## src/rtl/conv_encoder_pkg.sv

```systemverilog
// Shared constants and types for the K=7 rate-1/2 convolutional codec.
package conv_encoder_pkg;
    localparam int unsigned K          = 7;
    localparam int unsigned TAIL_LEN   = 6;
    localparam int unsigned STATE_W    = 6;
    localparam logic [6:0]  G0_DEFAULT = 7'o171;
    localparam logic [6:0]  G1_DEFAULT = 7'o133;

    typedef enum logic [1:0] {
        IDLE,
        DATA,
        TAIL
    } enc_fsm_t;
endpackage

```

## src/rtl/conv_encoder_parity.sv

```systemverilog
// One coded bit: XOR-reduction of the K-bit window masked by a generator polynomial.
module conv_parity (
    input  logic [6:0] window,
    input  logic [6:0] generator,
    output logic       parity
);
    assign parity = ^(window & generator);
endmodule

```

## src/rtl/conv_encoder.sv

```systemverilog
// K=7 rate-1/2 convolutional encoder with frame-terminating zero tail and a
// single-entry valid/ready output register.
module conv_encoder
    import conv_encoder_pkg::*;
#(
    parameter logic [6:0] G0 = G0_DEFAULT,
    parameter logic [6:0] G1 = G1_DEFAULT
) (
    input  logic        clk,
    input  logic        rst,
    input  logic        in_valid,
    output logic        in_ready,
    input  logic        in_bit,
    input  logic        in_last,
    output logic        out_valid,
    input  logic        out_ready,
    output logic [1:0]  out_sym,
    output logic        out_last,
    output logic [5:0]  enc_state,
    output logic [15:0] frame_len
);
    enc_fsm_t           fsm;
    enc_fsm_t           fsm_next;
    logic [STATE_W-1:0] s;
    logic [2:0]         tail_cnt;
    logic               can_load;
    logic               in_xfer;
    logic               tail_step;
    logic               tail_done;
    logic               u;
    logic               c0;
    logic               c1;
    logic [6:0]         window;

    // The output register can take a new symbol when empty or being drained this cycle.
    assign can_load  = !out_valid || out_ready;
    assign in_ready  = !rst && (fsm == IDLE || fsm == DATA) && can_load;
    assign in_xfer   = in_valid && in_ready;
    assign tail_step = (fsm == TAIL) && can_load;
    assign tail_done = tail_step && (tail_cnt == 3'(TAIL_LEN - 1));
    assign u         = (fsm == TAIL) ? 1'b0 : in_bit;
    assign window    = {u, s};
    assign enc_state = s;

    conv_parity u_parity_c0 (
        .window    (window),
        .generator (G0),
        .parity    (c0)
    );

    conv_parity u_parity_c1 (
        .window    (window),
        .generator (G1),
        .parity    (c1)
    );

    always_comb begin
        fsm_next = fsm;
        case (fsm)
            IDLE, DATA: if (in_xfer) fsm_next = in_last ? TAIL : DATA;
            TAIL:       if (tail_done) fsm_next = IDLE;
            default:    fsm_next = IDLE;
        endcase
    end

    always_ff @(posedge clk or posedge rst) begin
        if (rst) fsm <= IDLE;
        else     fsm <= fsm_next;
    end

    always_ff @(posedge clk or posedge rst) begin
        if (rst) begin
            s         <= '0;
            tail_cnt  <= '0;
            frame_len <= '0;
            out_valid <= 1'b0;
            out_sym   <= 2'b00;
            out_last  <= 1'b0;
        end else begin
            if (in_xfer || tail_step) begin
                out_sym   <= {c0, c1};
                out_valid <= 1'b1;
                out_last  <= tail_done;
                s         <= tail_done ? '0 : {u, s[STATE_W-1:1]};
            end else if (out_ready) begin
                out_valid <= 1'b0;
                out_last  <= 1'b0;
            end

            if (tail_step)
                tail_cnt <= tail_done ? '0 : tail_cnt + 3'd1;

            // A transfer seen in IDLE always opens a new frame.
            if (in_xfer) begin
                if (fsm == IDLE)
                    frame_len <= 16'd1;
                else if (frame_len != 16'hFFFF)
                    frame_len <= frame_len + 16'd1;
            end
        end
    end
endmodule

```

## config.mk

```make
export PLATFORM = sky130hd
export DESIGN_NAME = conv_encoder
export DESIGN_NICKNAME = d
export VERILOG_FILES = /design/src/rtl/conv_encoder_pkg.sv /design/src/rtl/conv_encoder_parity.sv /design/src/rtl/conv_encoder.sv
export SDC_FILE = /design/constraint.sdc
export NUM_CORES = 1
export LEC_CHECK = 0
export CORE_ASPECT_RATIO = 1.2
export CORE_MARGIN = 3
export CORE_UTILIZATION = 50
export DETAILED_ROUTE_END_ITERATION = 16
export PLACE_DENSITY = 0.78
export SETUP_SLACK_MARGIN = 0.4
export SLEW_MARGIN = 20
export SYNTH_ARGS = -nofsm -noshare
export SYNTH_HDL_FRONTEND = slang
export SYNTH_SLANG_ARGS = --single-unit
```

## constraint.sdc

```tcl
create_clock -name clk -period 3.62 [get_ports clk]
set_clock_uncertainty 0.15 [all_clocks]
set_input_delay 0.724 -clock clk [delete_from_list [all_inputs] [get_ports clk]]
set_output_delay 0.724 -clock clk [all_outputs]
set_load 0.05 [all_outputs]
```

Word level (Yosys, flattened, before mapping):

Cells that the tools add are included.

* output and inout port bits: 27
* register bits: 31
* bits of input ports: 6
* word-level logic and storage cells: 45

* equal/unequal tests: 6
* mux-type cells: 12
* reduce and logical (&&, ||, !) cells: 18
* add/subtract/negate cells: 2

Operators by type and width (number)
* two-way mux 16 bit: 2
* adder 16 x 1 -> 16 bit (second input constant): 1
* inequality test 16 bit (second input constant): 1
* XOR reduction 7 bit: 2
* two-way mux 2 bit: 3
* two-way mux 6 bit: 1
* logical AND 1 bit: 5
* two-way mux 1 bit: 4
* inequality test 2 bit (second input constant): 2
* case mux 2 bit (2 select lines): 1
* AND reduction 2 bit: 2
* nonzero test 2 bit: 2
* adder 3 x 1 -> 3 bit (second input constant): 1
* equality test 3 bit (second input constant): 1
* logical OR 1 bit: 3
* two-way mux 3 bit: 1
* equality test 2 x 1 -> 1 bit (second input constant): 1
* equality test 2 bit (second input constant): 1
* logical NOT 1 bit: 2
* logical NOT 2 bit: 1
* OR reduction 2 bit: 1

Longest topological paths before layout:

* depth in word-level cells: 7
* gate-level depth with buffers: 8
* gate-level depth less buffers: 6

Modules after synthesis:

Synthesis repeated with hierarchy kept, for this count alone.

* cell total of the unflattened synthesis: 195
* area, all modules: 1853.0 sq um

Modules (own cells, without submodules)
* conv_encoder: cells each 173, area an instance 1675.4 sq um, seq. area each 775.7 sq um, times used 1
* conv_parity: cells each 11, area an instance 88.8 sq um, seq. area each 0.0 sq um, times used 2

Worst setup path before layout:

Ideal clock, no wire load.

* kind: register -> output
* start point: register out_valid
* end point: output port in_ready
* setup slack: 0.913 ns
* cell stages (with the launch flop): 3
* path buffers: 0
* arrival time: 1.833 ns
* required time: 2.746 ns
* cells stage by stage: dfrtp_1 > nor2b_1 > nor3_1

* longest elaborated chain between the ends: 3

Ends and longest elaborated chain
* start: declaration: RTL line conv_encoder.sv:15 `output logic out_valid,`
* start signal: assignment: RTL line conv_encoder.sv:76 `out_valid <= 1'b0;`
* start signal: assignment: RTL line conv_encoder.sv:82 `out_valid <= 1'b1;`
* start signal: assignment: RTL line conv_encoder.sv:86 `out_valid <= 1'b0;`
* logical NOT 1 bit: RTL line conv_encoder.sv:36 `assign can_load = !out_valid || out_ready;`
* logical OR 1 bit: RTL line conv_encoder.sv:36
* logical AND 1 bit: RTL line conv_encoder.sv:37 `assign in_ready = !rst && (fsm == IDLE || fsm == DATA) && can_load;`
* end: declaration: RTL line conv_encoder.sv:12 `output logic in_ready,`

Every way passes these cells.

Worst setup path after layout:

* start point: input port out_ready
* end point: output port in_ready

* longest elaborated chain between the ends: 2

Ends and longest elaborated chain
* start: declaration: RTL line conv_encoder.sv:16 `input logic out_ready,`
* logical OR 1 bit: RTL line conv_encoder.sv:36
* logical AND 1 bit: RTL line conv_encoder.sv:37

Every way passes these cells.

==> results_dict.tcl <==
set metrics [dict create \
    yosys.area.top_type "dfrtp_1" \
    grt_max_degree 32 \
    ios 33 \
    p_sw_mw 0.689 \
    htreeDepth 2 \
    row_count 22 \
    gp_congestion 0.847 \
    area_growth_pct 24.2 \
    synth-compound-area-share_pct 22.0 \
    intPower_mw 0.789 \
    yosys_warnings 0 \
    clock_path_buffers 2 \
    cts_setup_buffers 0 \
    io_buffers 32 \
    endpoint_kind "output port" \
    cts-resized-gates 0 \
    grt_usage_pct 21.5 \
    yosysMostFrequentCell "dfrtp_1" \
    drive_gt1_share_pct 5.85 \
    report.final.slew_viol_count 0 \
    synth_top_family_by_area "compound AO/OA/AOI/OAI gates" \
    syn-num-nets 181 \
    tritoncts "done" \
    power_mw 1.48 \
    dp_hpwl_um 2770 \
    grt_pass1_wl_um 6490 \
    tightest_slew_ns 0.784 \
    setup_viol_count_final 0 \
    chipWidth_um 58.0 \
    netlist_instances 172 \
    diodes 0 \
    ys_async_sr_fraction_pct 100 \
    relSlewSlack_pct 47.5 \
    max_freq_ghz 0.366 \
    clock_latency_ns 0.33 \
    finalHoldViolCount 0 \
    syn_area_sq_um 1620 \
    p_seq_share_pct 36.2 \
    synthMuxAreaShare_pct 0.617 \
    fillers 260 \
    fin_tns_setup_ns 0 \
    ys_types 41 \
    ys.flop_type "dfrtp_1" \
    ys_seq_area_share_pct 47.8 \
    p_leak_nw 0.832 \
    comb_power_share_pct 49.4 \
    die_area_sq_um 3970 \
    ys_ff_latch 31 \
    grt_antenna_before_repair 0 \
    cp.required_ns 2.75 \
    chipHeight_um 68.4 \
    start_kind "input pin" \
    fin_crit_sh_pct 75.4 \
    min_period_ns 2.73 \
    nets 214 \
    synthAdderAreaFrac_pct 2.31 \
    synth_edf_count 0 \
    multi_input_comb_area_sq_um 790 \
    regArea_sq_um 776 \
    rsz0062_at_grt "no" \
    status "finished clean" \
    grt-ovfl-total 0 \
    synth_common_cells "dfrtp_1 (31), nand2_1 (19), o21ai_0 (14)" \
    synth-simple-area-share_pct 21.0 \
    ant_nets 0 \
    syn_area_per_cell_sq_um 9.43 \
    worstPathMaxFanout 3 \
    drt-total-wl_um 3960 \
    critical_path_arrival_ns 1.86 \
    routedWlPerCell_um 16.4 \
    drc 0 \
    core_area_sq_um 3080 \
    num_vias 1471 \
    cts.sinks 31 \
    ir_drop_v 0.000576 \
    vias_per_cell 6.10 \
    synthXorXnorAreaFrac_pct 2.70 \
    dr.pass1.iters 4 \
    cts_root_buf "clkbuf_4" \
    drv_cap 0 \
    yosysTopAreaCellShare_pct 47.8 \
    min_path_type "flop to flop" \
    clkTransAtPathRegs_ns 0.09 \
    hold_ws_ns 0.342 \
    clockPowerShare_pct 14.4 \
    cts_buffers 5 \
    worst-setup-path-type "input pin to output port" \
    swShare_pct 46.6 \
    start_util_pct 52.6 \
    ctsHoldBuffers 0 \
    p_per_area_nw_per_um2 733 \
    detailedRoute.firstIterationViolations 86 \
    synthTopCellsByArea "dfrtp_1 (48%), nand2_1 (4.4%), o21ai_0 (4.3%)" \
    grt_pass1_vias 1411 \
]
-- cells by family (layout without fill, tap and decap cells) --
kind of cell               after synthesis  count (layout)
AOI/OAI and AO/OA                       52              52
xor gates and xnor gates                 5               5
adders and majority gates                3               3
buffers and inverters                   12              45
DFF                                     31              31
muxes                                    1               1
and+or+nand+nor                         68              68
-- layout make-up --
cell class	count	share of cell area [%]
multi-input cells	129	39.2
flip-flops and latches	31	38.5
repair buffers	33	16.4
clock buffers	6	2.55
well taps	36	2.23
inverters	5	0.931
clock inverters	1	0.248
-- placed cells by master, fill, tap and decap left out, types with 5 or more instances in the layout --
cell,instances
dfrtp_1,31
clkdlybuf4s50_1,31
nand2_1,19
o21ai_0,14
nor2_1,13
nand3_1,11
o31ai_1,7
a22o_1,6
a31oi_1,5
inv_1,5
xnor2_1,5
clkbuf_4,5
-- metal layers --
metal | global-route usage, % | share of wire (%) | vias up
met4 | 6.96 | 1.4 | 0
met5 | 0 | 0 | -
met3 | 5.85 | 6.1 | 8
li1 | - | - | 702
met2 | 38.1 | 51 | 53
met1 | 25.1 | 41 | 708
-- registers in the layout (all words and copies together) (netlist names) --
register	cells
enc_state	6
frame_len	16
fsm	2
out_last	1
out_sym	2
out_valid	1
tail_cnt	3
-- final timing paths --
path | slack, ns | end | from | depth (start not counted)
min in group asynchronous | 0.70 | out_last | rst | 3
worst max register to register | 1.28 | frame_len[8] | frame_len[0] | 6
max in group asynchronous | 2.31 | enc_state[2] | rst | 3
worst min-delay path | 0.34 | out_sym[1] | out_sym[1] | 2
worst max-delay path | 0.89 | in_ready | out_ready | 4
worst min register to register | 0.34 | out_sym[1] | out_sym[1] | 2
-- stage by stage --
stage	utilization, %	instances	instance area (sq um)	worst slack [ns]
after CTS	65.3	241	2010	0.493
after global placement	63.5	234	1960	0.533
after detailed placement	63.5	234	1960	0.499
after global routing	65.4	241	2020	0.801
final	65.4	241	2020	0.890
after floorplan	-	172	1620	0.913
-- critical path, cell delays in order --
cell	delay, ns
clkdlybuf4s50_1	0.49
nor2b_1	0.07
nor3_1	0.13
dlymetal6s2s_1	0.44
-- power groups by stage --
stage,combinational [mW],clock (mW),sequential [mW]
detailed placement,0.732,0,0.542
global route,0.794,0.230,0.552
CTS,0.736,0.219,0.536
finish,0.731,0.213,0.535
global placement,0.719,0,0.535
floorplan,0.348,0,0.719
Power figures use the tool's default switching activity.
